<file path="src/rtl/cpu_types_pkg.sv">
// cpu_types_pkg: shared CPU word and fetch-stage state types
package cpu_types_pkg;
    typedef logic [31:0] word_t;
    typedef enum logic [1:0] {FETCH, HOLD, FLUSH, HALTED} fetch_state_t;
    localparam word_t INSTR_BYTES = 32'd4;
endpackage

</file>
<file path="src/rtl/fetch_unit.sv">
// fetch_unit: instruction fetch with IF/ID backpressure buffer, redirect flush and halt
module fetch_unit
    import cpu_types_pkg::*;
#(
    parameter word_t PC_INIT = 32'h0000_0000
) (
    input  logic        CLK,
    input  logic        nRST,
    output logic        imemREN,
    output logic [31:0] imemaddr,
    input  logic        ihit,
    input  logic [31:0] imemload,
    input  logic        stall,
    input  logic        redirect,
    input  logic [31:0] redirect_addr,
    input  logic        halt,
    output logic        ifid_wen,
    output logic [31:0] instruction_out,
    output logic [31:0] next_address_out
);
    fetch_state_t state_q, state_d;
    word_t pc_q, pc_d, tgt_q, tgt_d, buf_instr_q, buf_instr_d, buf_npc_q, buf_npc_d;
    word_t pc_inc;

    assign pc_inc = pc_q + INSTR_BYTES;

    always_comb begin
        state_d          = state_q;
        pc_d             = pc_q;
        tgt_d            = tgt_q;
        buf_instr_d      = buf_instr_q;
        buf_npc_d        = buf_npc_q;
        ifid_wen         = 1'b0;
        imemREN          = (state_q == FETCH) || (state_q == FLUSH);
        imemaddr         = pc_q;
        instruction_out  = (state_q == HOLD) ? buf_instr_q : imemload;
        next_address_out = (state_q == HOLD) ? buf_npc_q : pc_inc;
        if (halt) begin
            state_d = HALTED;
        end else begin
            case (state_q)
                FETCH: begin
                    if (redirect) begin
                        pc_d    = ihit ? redirect_addr : pc_q;
                        tgt_d   = ihit ? tgt_q : redirect_addr;
                        state_d = ihit ? FETCH : FLUSH;
                    end else if (ihit) begin
                        pc_d        = pc_inc;
                        ifid_wen    = !stall;
                        buf_instr_d = stall ? imemload : buf_instr_q;
                        buf_npc_d   = stall ? pc_inc : buf_npc_q;
                        state_d     = stall ? HOLD : FETCH;
                    end
                end
                HOLD: begin
                    if (redirect) begin
                        pc_d    = redirect_addr;
                        state_d = FETCH;
                    end else if (!stall) begin
                        ifid_wen = 1'b1;
                        state_d  = FETCH;
                    end
                end
                FLUSH: begin
                    tgt_d = redirect ? redirect_addr : tgt_q;
                    if (ihit) begin
                        pc_d    = redirect ? redirect_addr : tgt_q;
                        state_d = FETCH;
                    end
                end
                default: ;
            endcase
        end
        // The latch must never see a write while reset is asserted, even if ihit is high.
        if (!nRST) ifid_wen = 1'b0;
    end

    always_ff @(posedge CLK or negedge nRST) begin
        if (!nRST) begin
            state_q     <= FETCH;
            pc_q        <= PC_INIT;
            tgt_q       <= '0;
            buf_instr_q <= '0;
            buf_npc_q   <= '0;
        end else begin
            state_q     <= state_d;
            pc_q        <= pc_d;
            tgt_q       <= tgt_d;
            buf_instr_q <= buf_instr_d;
            buf_npc_q   <= buf_npc_d;
        end
    end
endmodule

</file>
<file path="config.mk">
export PLATFORM = sky130hd
export DESIGN_NAME = fetch_unit
export DESIGN_NICKNAME = d
export VERILOG_FILES = /design/src/rtl/cpu_types_pkg.sv /design/src/rtl/fetch_unit.sv
export SDC_FILE = /design/constraint.sdc
export NUM_CORES = 1
export LEC_CHECK = 0
export CORE_ASPECT_RATIO = 1.4
export CORE_MARGIN = 1.5
export CORE_UTILIZATION = 47
export DETAILED_ROUTE_END_ITERATION = 8
export GPL_TIMING_DRIVEN = 0
export PLACE_DENSITY = 0.82
export SLEW_MARGIN = 20
export SYNTH_ARGS = -nofsm -noshare
export SYNTH_HDL_FRONTEND = slang
export SYNTH_SLANG_ARGS = --single-unit
export TNS_END_PERCENT = 50
</file>
<file path="constraint.sdc">
create_clock -name CLK -period 2.1 [get_ports CLK]
set_input_delay 0.42 -clock CLK [delete_from_list [all_inputs] [get_ports CLK]]
set_output_delay 0.42 -clock CLK [all_outputs]
set_load 0.02 [all_outputs]
</file>
==> results of run 1 <==
sequential cells by signal, indices dropped and copies added, names as in the netlist:
| register | cells |
|---|---|
| buf_instr_q | 32 |
| buf_npc_q | 32 |
| imemaddr | 32 |
| tgt_q | 32 |
| state_q | 2 |
metal layers:
layer  part of all wire, %  vias to the layer above
met5                     0                        -
met4                   9.7                        0
met1                    33                     4062
met3                    12                      341
li1                      -                     3258
met2                    45                      894
what timing repair did:
action,4_1_cts,5_1_grt
endpoints found under the setup margin,167,166
pin swaps,36,57
setup buffers,84,67
endpoints found under the hold margin,38,0
cloned,7,2
resized for setup,551,276
hold buffers,2,0
area by class of cell:
class / instances / area (sq um) / share of cell area (%)
repair buffers: 315 / 3260 / 24.7
well taps: 199 / 249 / 1.89
plain buffers: 49 / 505 / 3.83
clock inverters: 14 / 131 / 0.996
flip-flops and latches: 130 / 3280 / 24.8
multi-input cells: 498 / 5250 / 39.8
clock buffers: 18 / 439 / 3.33
inverters: 17 / 85.1 / 0.645
cell families after synthesis:
family	synth area share, %
AND/OR/NAND/NOR	9.37
AO/OA/AOI/OAI	14.5
adder cells (fa/ha/maj)	0.813
flip-flops	42.3
buffers and inverters	4.18
multiplexers	25.7
XOR/XNOR	3.19
placed cells by master (no fill, tap or decap), types with 13 or more instances in the layout:
master,n
a21oi_2,13
mux2_2,88
buf_6,92
buf_2,14
dfrtp_2,20
buf_8,16
buf_12,19
dfrtp_1,110
a22oi_1,13
clkdlybuf4s50_1,94
a21oi_1,36
nand2_1,29
nor2_1,15
o21ai_0,18
mux2_4,82
clkbuf_16,18
buf_4,108
worst min-delay path by stage:
stage | start | endpoint | slack [ns] | cells past startpoint
after floorplan | nRST | buf_instr_q[0]$_DFFE_PN0P_ | 0.12 | 0
after global placement | buf_npc_q[14]$_DFFE_PN0P_ | buf_npc_q[14]$_DFFE_PN0P_ | 0.47 | 2
after detailed placement | nRST | buf_instr_q[16]$_DFFE_PN0P_ | 0.33 | 1
after CTS | nRST | buf_instr_q[22]$_DFFE_PN0P_ | 0.03 | 2
after global routing | nRST | buf_npc_q[6]$_DFFE_PN0P_ | 0.02 | 2
final | nRST | buf_npc_q[6]$_DFFE_PN0P_ | -0.03 | 2
power groups by stage:
stage / registers, mW / logic [mW] / clock network [mW]
after global placement: 4.36 / 7.78 / 0
final: 4.55 / 13.2 / 2.96
after global routing: 4.60 / 13.5 / 3.06
after CTS: 4.30 / 10.3 / 2.90
after detailed placement: 4.43 / 7.91 / 0
after floorplan: 4.51 / 4.71 / 0
per-stage QoR:
stage | area [sq um] | worst slack [ns] | setup TNS (ns) | util (%) | total power, mW
floorplan | 7810 | -0.202 | -2.75 | - | 9.21
global placement | 9700 | -5.36 | -727.67 | 60.2 | 12.1
detailed placement | 9730 | -1.10 | -93.22 | 60.4 | 12.3
CTS | 11900 | -0.831 | -35.99 | 74.1 | 17.5
global route | 13200 | -0.855 | -53.19 | 81.9 | 21.2
finish | 13200 | -0.848 | -50.50 | 81.9 | 20.7
==> impl_metrics.ini, run 1 <==
[worst_setup_path]
cpMaxStageDelayCell = dfrtp_1
required_ns = 1.68
path_depth = 9
path_cells = buf_6 > nand2_8 > nor4_4 > buf_6 > buf_8 > nand4_1 > xnor2_1 > mux2_4 > buf_6
crit_buf_inv = 4
cp.arrival_ns = 2.53
crit_type = flop to primary output
start_kind = flop
path_max_fanout = 5
cp-endpoint = next_address_out[23]
max_stage_delay_ns = 0.40
r2r-end = imemaddr[13]$_DFFE_PN0P_
reg2regPathDepth = 13
crit_start = imemaddr[7]$_DFFE_PN0P_
regToRegSetupSlack_ns = -0.40
cp_top_family = buffers and inverters
worstReg2RegStart = state_q[1]$_DFFE_PN0P_
cp_common_cell = buf_6
end_kind = primary output

[grt]
grt_pass1_vias = 7977
grt_overflow = 0
busiest_layer = met2
grt_pass1_wl_um = 45200
grt_use_met1_pct = 38.4
antenna_found_initial = 0
grt_util_all_layers_pct = 34.3
grt_max_degree = 94
use_met2_pct = 57.1
globalRouteMet3Util_pct = 10.2

[synthesis]
synth_seq_cells = 130
ys.flop_type = dfrtp_1
synth_area_per_cell_sq_um = 11.0
synth.area.top_cells = dfrtp_1 42%, mux2_2 25%, a21oi_1 3.3%
synth_area_leader_cell = dfrtp_1
synth_most_common_cell = mux2_2
ys_types = 60
synth_area_sq_um = 7690
synth-edff-count = 0
yosysWarnings = 0
synth_cells = 702
seq_area_frac_synth_pct = 42.3
synth_common_cells = 170 x mux2_2, 130 x dfrtp_1, 51 x a21oi_1
synth_fp_nets = 777
synth_top_area_share_pct = 42.3
async_flop_share_pct = 100

[cells_and_area]
drive_above_1_share_pct = 57.8
nFillCells = 767
fin_cells = 1240
diodes = 0
nNetsFinal = 1103
syn2layout_area_growth_pct = 71.5

[outcome]
outcome = complete, but fails checks
violations = negative hold slack, negative setup slack

[place]
port_buffers = 164
gp_congestion = 0.881
dpl.hpwl_um = 16100
dpl.cell_count = 1066

[clock_network]
htree_levels = 4
clockBufferDepth = 2
root_buffer = clkbuf_16
cts_buffers = 17
clk_latency_ns = 0.45
cts_tree = done
cts_num_sinks = 130
cts.clk_slew.worst_paths_ns = 0.07

[sta]
fin_skew_ns = 0.0126
fmax_mhz = 339
period_needed_ns = 2.95
setup_slack_ns = -0.848
relSlewSlack_pct = 37.4
period_share_pct = 140
tightest_slew_ns = 0.939
timing.hold.ws_ns = -0.0308
grt_setup_unrepaired = yes
report.final.slew_viol_count = 0
setup_viol = 197
hold_viol = 12

[power_and_ir_drop]
ir_drop_mv = 1.07
internal_power_mw = 11.8
switching_share_pct = 42.8
p_seq_share_pct = 22.0
powerDensity_nw_per_um2 = 1570
p_comb_share_pct = 63.7
total_switching_power_mw = 8.87
p_leak_nw = 6.01
clockPowerShare_pct = 14.3

[detailed_routing]
drcViolationCount = 0
via_per_inst = 6.90
wl_per_cell_um = 30.0
vias = 8555
routed_wl_um = 37200
drtAntennaViolNets = 0
dr.pass1.iters = 6
first_iter_violations = 1257

[floorplan]
initial_utilization_pct = 47.8
core-area_sq_um = 16100
dieWidth_um = 111
num_rows = 55
io_pins = 168
die_h_um = 154
die_area_sq_um = 17200

[run]
cap_violations = 0

[min_path]
hp-class = input port to asynchronous set/reset pin
Note: power is estimated with default switching activity, not from simulation.
==> run 2, diff against run 1 <==
- CORE_ASPECT_RATIO: 1.4 -> unset
- HOLD_SLACK_MARGIN: unset -> 0.03
==> impl_metrics.ini, run 2 (synthesized netlist as in run 1, its figures left out) <==
[detailed_routing]
vias = 8156
via_per_inst = 6.52
routed_wl_um = 32800
first_iter_violations = 1059
dr.pass1.iters = 5
drcViolationCount = 0
wl_per_cell_um = 26.2
drtAntennaViolNets = 0

[place]
gp_congestion = 0.899
port_buffers = 164
dpl.hpwl_um = 15800
dpl.cell_count = 1083
place_area_sq_um = 9750

[clock_network]
root_buffer = clkbuf_16
cts_tree = done
cts.clk_slew.worst_paths_ns = 0.06
htree_levels = 4
cts_buffers = 17
clockBufferDepth = 2
cts_num_sinks = 130
clk_latency_ns = 0.45

[grt]
grt_util_all_layers_pct = 31.3
grt_use_met1_pct = 37.6
use_met2_pct = 50.4
grt_max_degree = 80
globalRouteMet3Util_pct = 8.96
grt_pass1_wl_um = 40100
busiest_layer = met2
grt_pass1_vias = 7478
grt_overflow = 0
antenna_found_initial = 1

[sta]
grt_setup_unrepaired = yes
setup_viol = 104
fmax_mhz = 343
tightest_slew_ns = 0.836
fin_skew_ns = 0.0124
report.final.slew_viol_count = 0
relSlewSlack_pct = 44.2
period_needed_ns = 2.92
hold_viol = 0
period_share_pct = 139
setup_slack_ns = -0.817

[cells_and_area]
mostFrequentLayoutCells = 115 x mux2_2, 111 x dfrtp_1, 109 x buf_4, 95 x clkdlybuf4s50_1, 86 x buf_6
seq_area_sq_um = 3280
nNetsFinal = 1096
multi_input_area_sq_um = 4960
syn2layout_area_growth_pct = 66.8
fin_cells = 1251
drive_above_1_share_pct = 54.6
nFillCells = 848
layout_commonest_cell = mux2_2
final_cell_area_sq_um = 12800

[floorplan]
initial_utilization_pct = 48.2
core-area_sq_um = 15900
die_h_um = 131
dieWidth_um = 131
num_rows = 46
io_pins = 168
die_area_sq_um = 17100

[outcome]
violations = negative setup slack
outcome = complete, but fails checks

[power_and_ir_drop]
p_leak_nw = 5.87
ir_drop_mv = 0.891
power_mw = 19.7
powerDensity_nw_per_um2 = 1540

[worst_setup_path]
crit_start = imemaddr[2]$_DFFE_PN0P_
cp.arrival_ns = 2.50
worstReg2RegStart = state_q[0]$_DFFE_PN0P_
start_kind = flop
path_max_fanout = 3
end_kind = primary output
required_ns = 1.68
crit_type = flop to primary output

[run]
cap_violations = 0

[min_path]
hp-class = input port to flop
hold_start = halt
-- run 2: stage by stage --
stage               TNS (ns)  hold slack (ns)  utilization, %  setup WS [ns]
detailed placement    -91.77            0.364            61.2          -1.15
CTS                   -39.03            0.483            73.4         -0.795
finish                -32.66            0.502            80.5         -0.817
floorplan              -2.75            0.124               -         -0.202
global route          -37.41            0.516            80.5         -0.853
global placement     -713.82            0.464            61.0          -5.25
-- run 2: critical path: stages (launching register included) --
cell     delay [ns]
dfrtp_2        0.43
ha_4           0.17
nand4_1        0.23
buf_4          0.26
buf_6          0.13
nor4_4         0.35
xnor2_2        0.16
a21oi_1        0.17
buf_4          0.16
-- run 2: path summary, 6_finish.rpt --
| kind | to | slack [ns] | cells past startpoint |
|---|---|---|---|
| worst max-delay path | next_address_out[14] | -0.82 | 8 |
| worst min-delay path | state_q[1]$_DFFE_PN0P_ | 0.50 | 2 |
| worst max register to register | imemaddr[17]$_DFFE_PN0P_ | -0.21 | 9 |
| worst min register to register | buf_npc_q[10]$_DFFE_PN0P_ | 0.51 | 2 |
| max in group asynchronous | imemaddr[6]$_DFFE_PN0P_ | 1.13 | 3 |
| min in group asynchronous | buf_npc_q[5]$_DFFE_PN0P_ | 0.65 | 3 |
-- run 2: area by class of cell --
| cell class | count | area share, % |
|---|---|---|
| Tap cell | 216 | 2.11 |
| Buffer | 49 | 3.62 |
| Sequential cell | 130 | 25.5 |
| Inverter | 17 | 0.663 |
| Clock inverter | 9 | 0.995 |
| Clock buffer | 23 | 3.80 |
| Antenna cell | 1 | 0.0195 |
| Multi-Input combinational cell | 498 | 38.6 |
| Timing Repair Buffer | 308 | 24.6 |
-- run 2: layer usage --
| metal | share of wire (%) | vias to the layer above |
|---|---|---|
| met5 | 0 | - |
| met2 | 44 | 735 |
| li1 | - | 3248 |
| met4 | 8.7 | 0 |
| met3 | 12 | 272 |
| met1 | 35 | 3901 |
-- run 2: what timing repair did --
item / in CTS / in global routing
hold endpoints to repair: 52 / 76
pin swaps: 32 / 49
buffers inserted: 70 / 66
resized for setup: 516 / 196
hold buffers: 2 / 2
endpoints found under the setup margin: 167 / 176
gates cloned: 5 / 6
-- run 2: report_power, final --
| part | total (mW) | internal [mW] | switching [mW] |
|---|---|---|---|
| logic | 12.0 | 6.08 | 5.94 |
| clock network | 3.21 | 1.99 | 1.22 |
| registers | 4.50 | 3.55 | 0.943 |
| total | 19.7 | 11.6 | 8.10 |
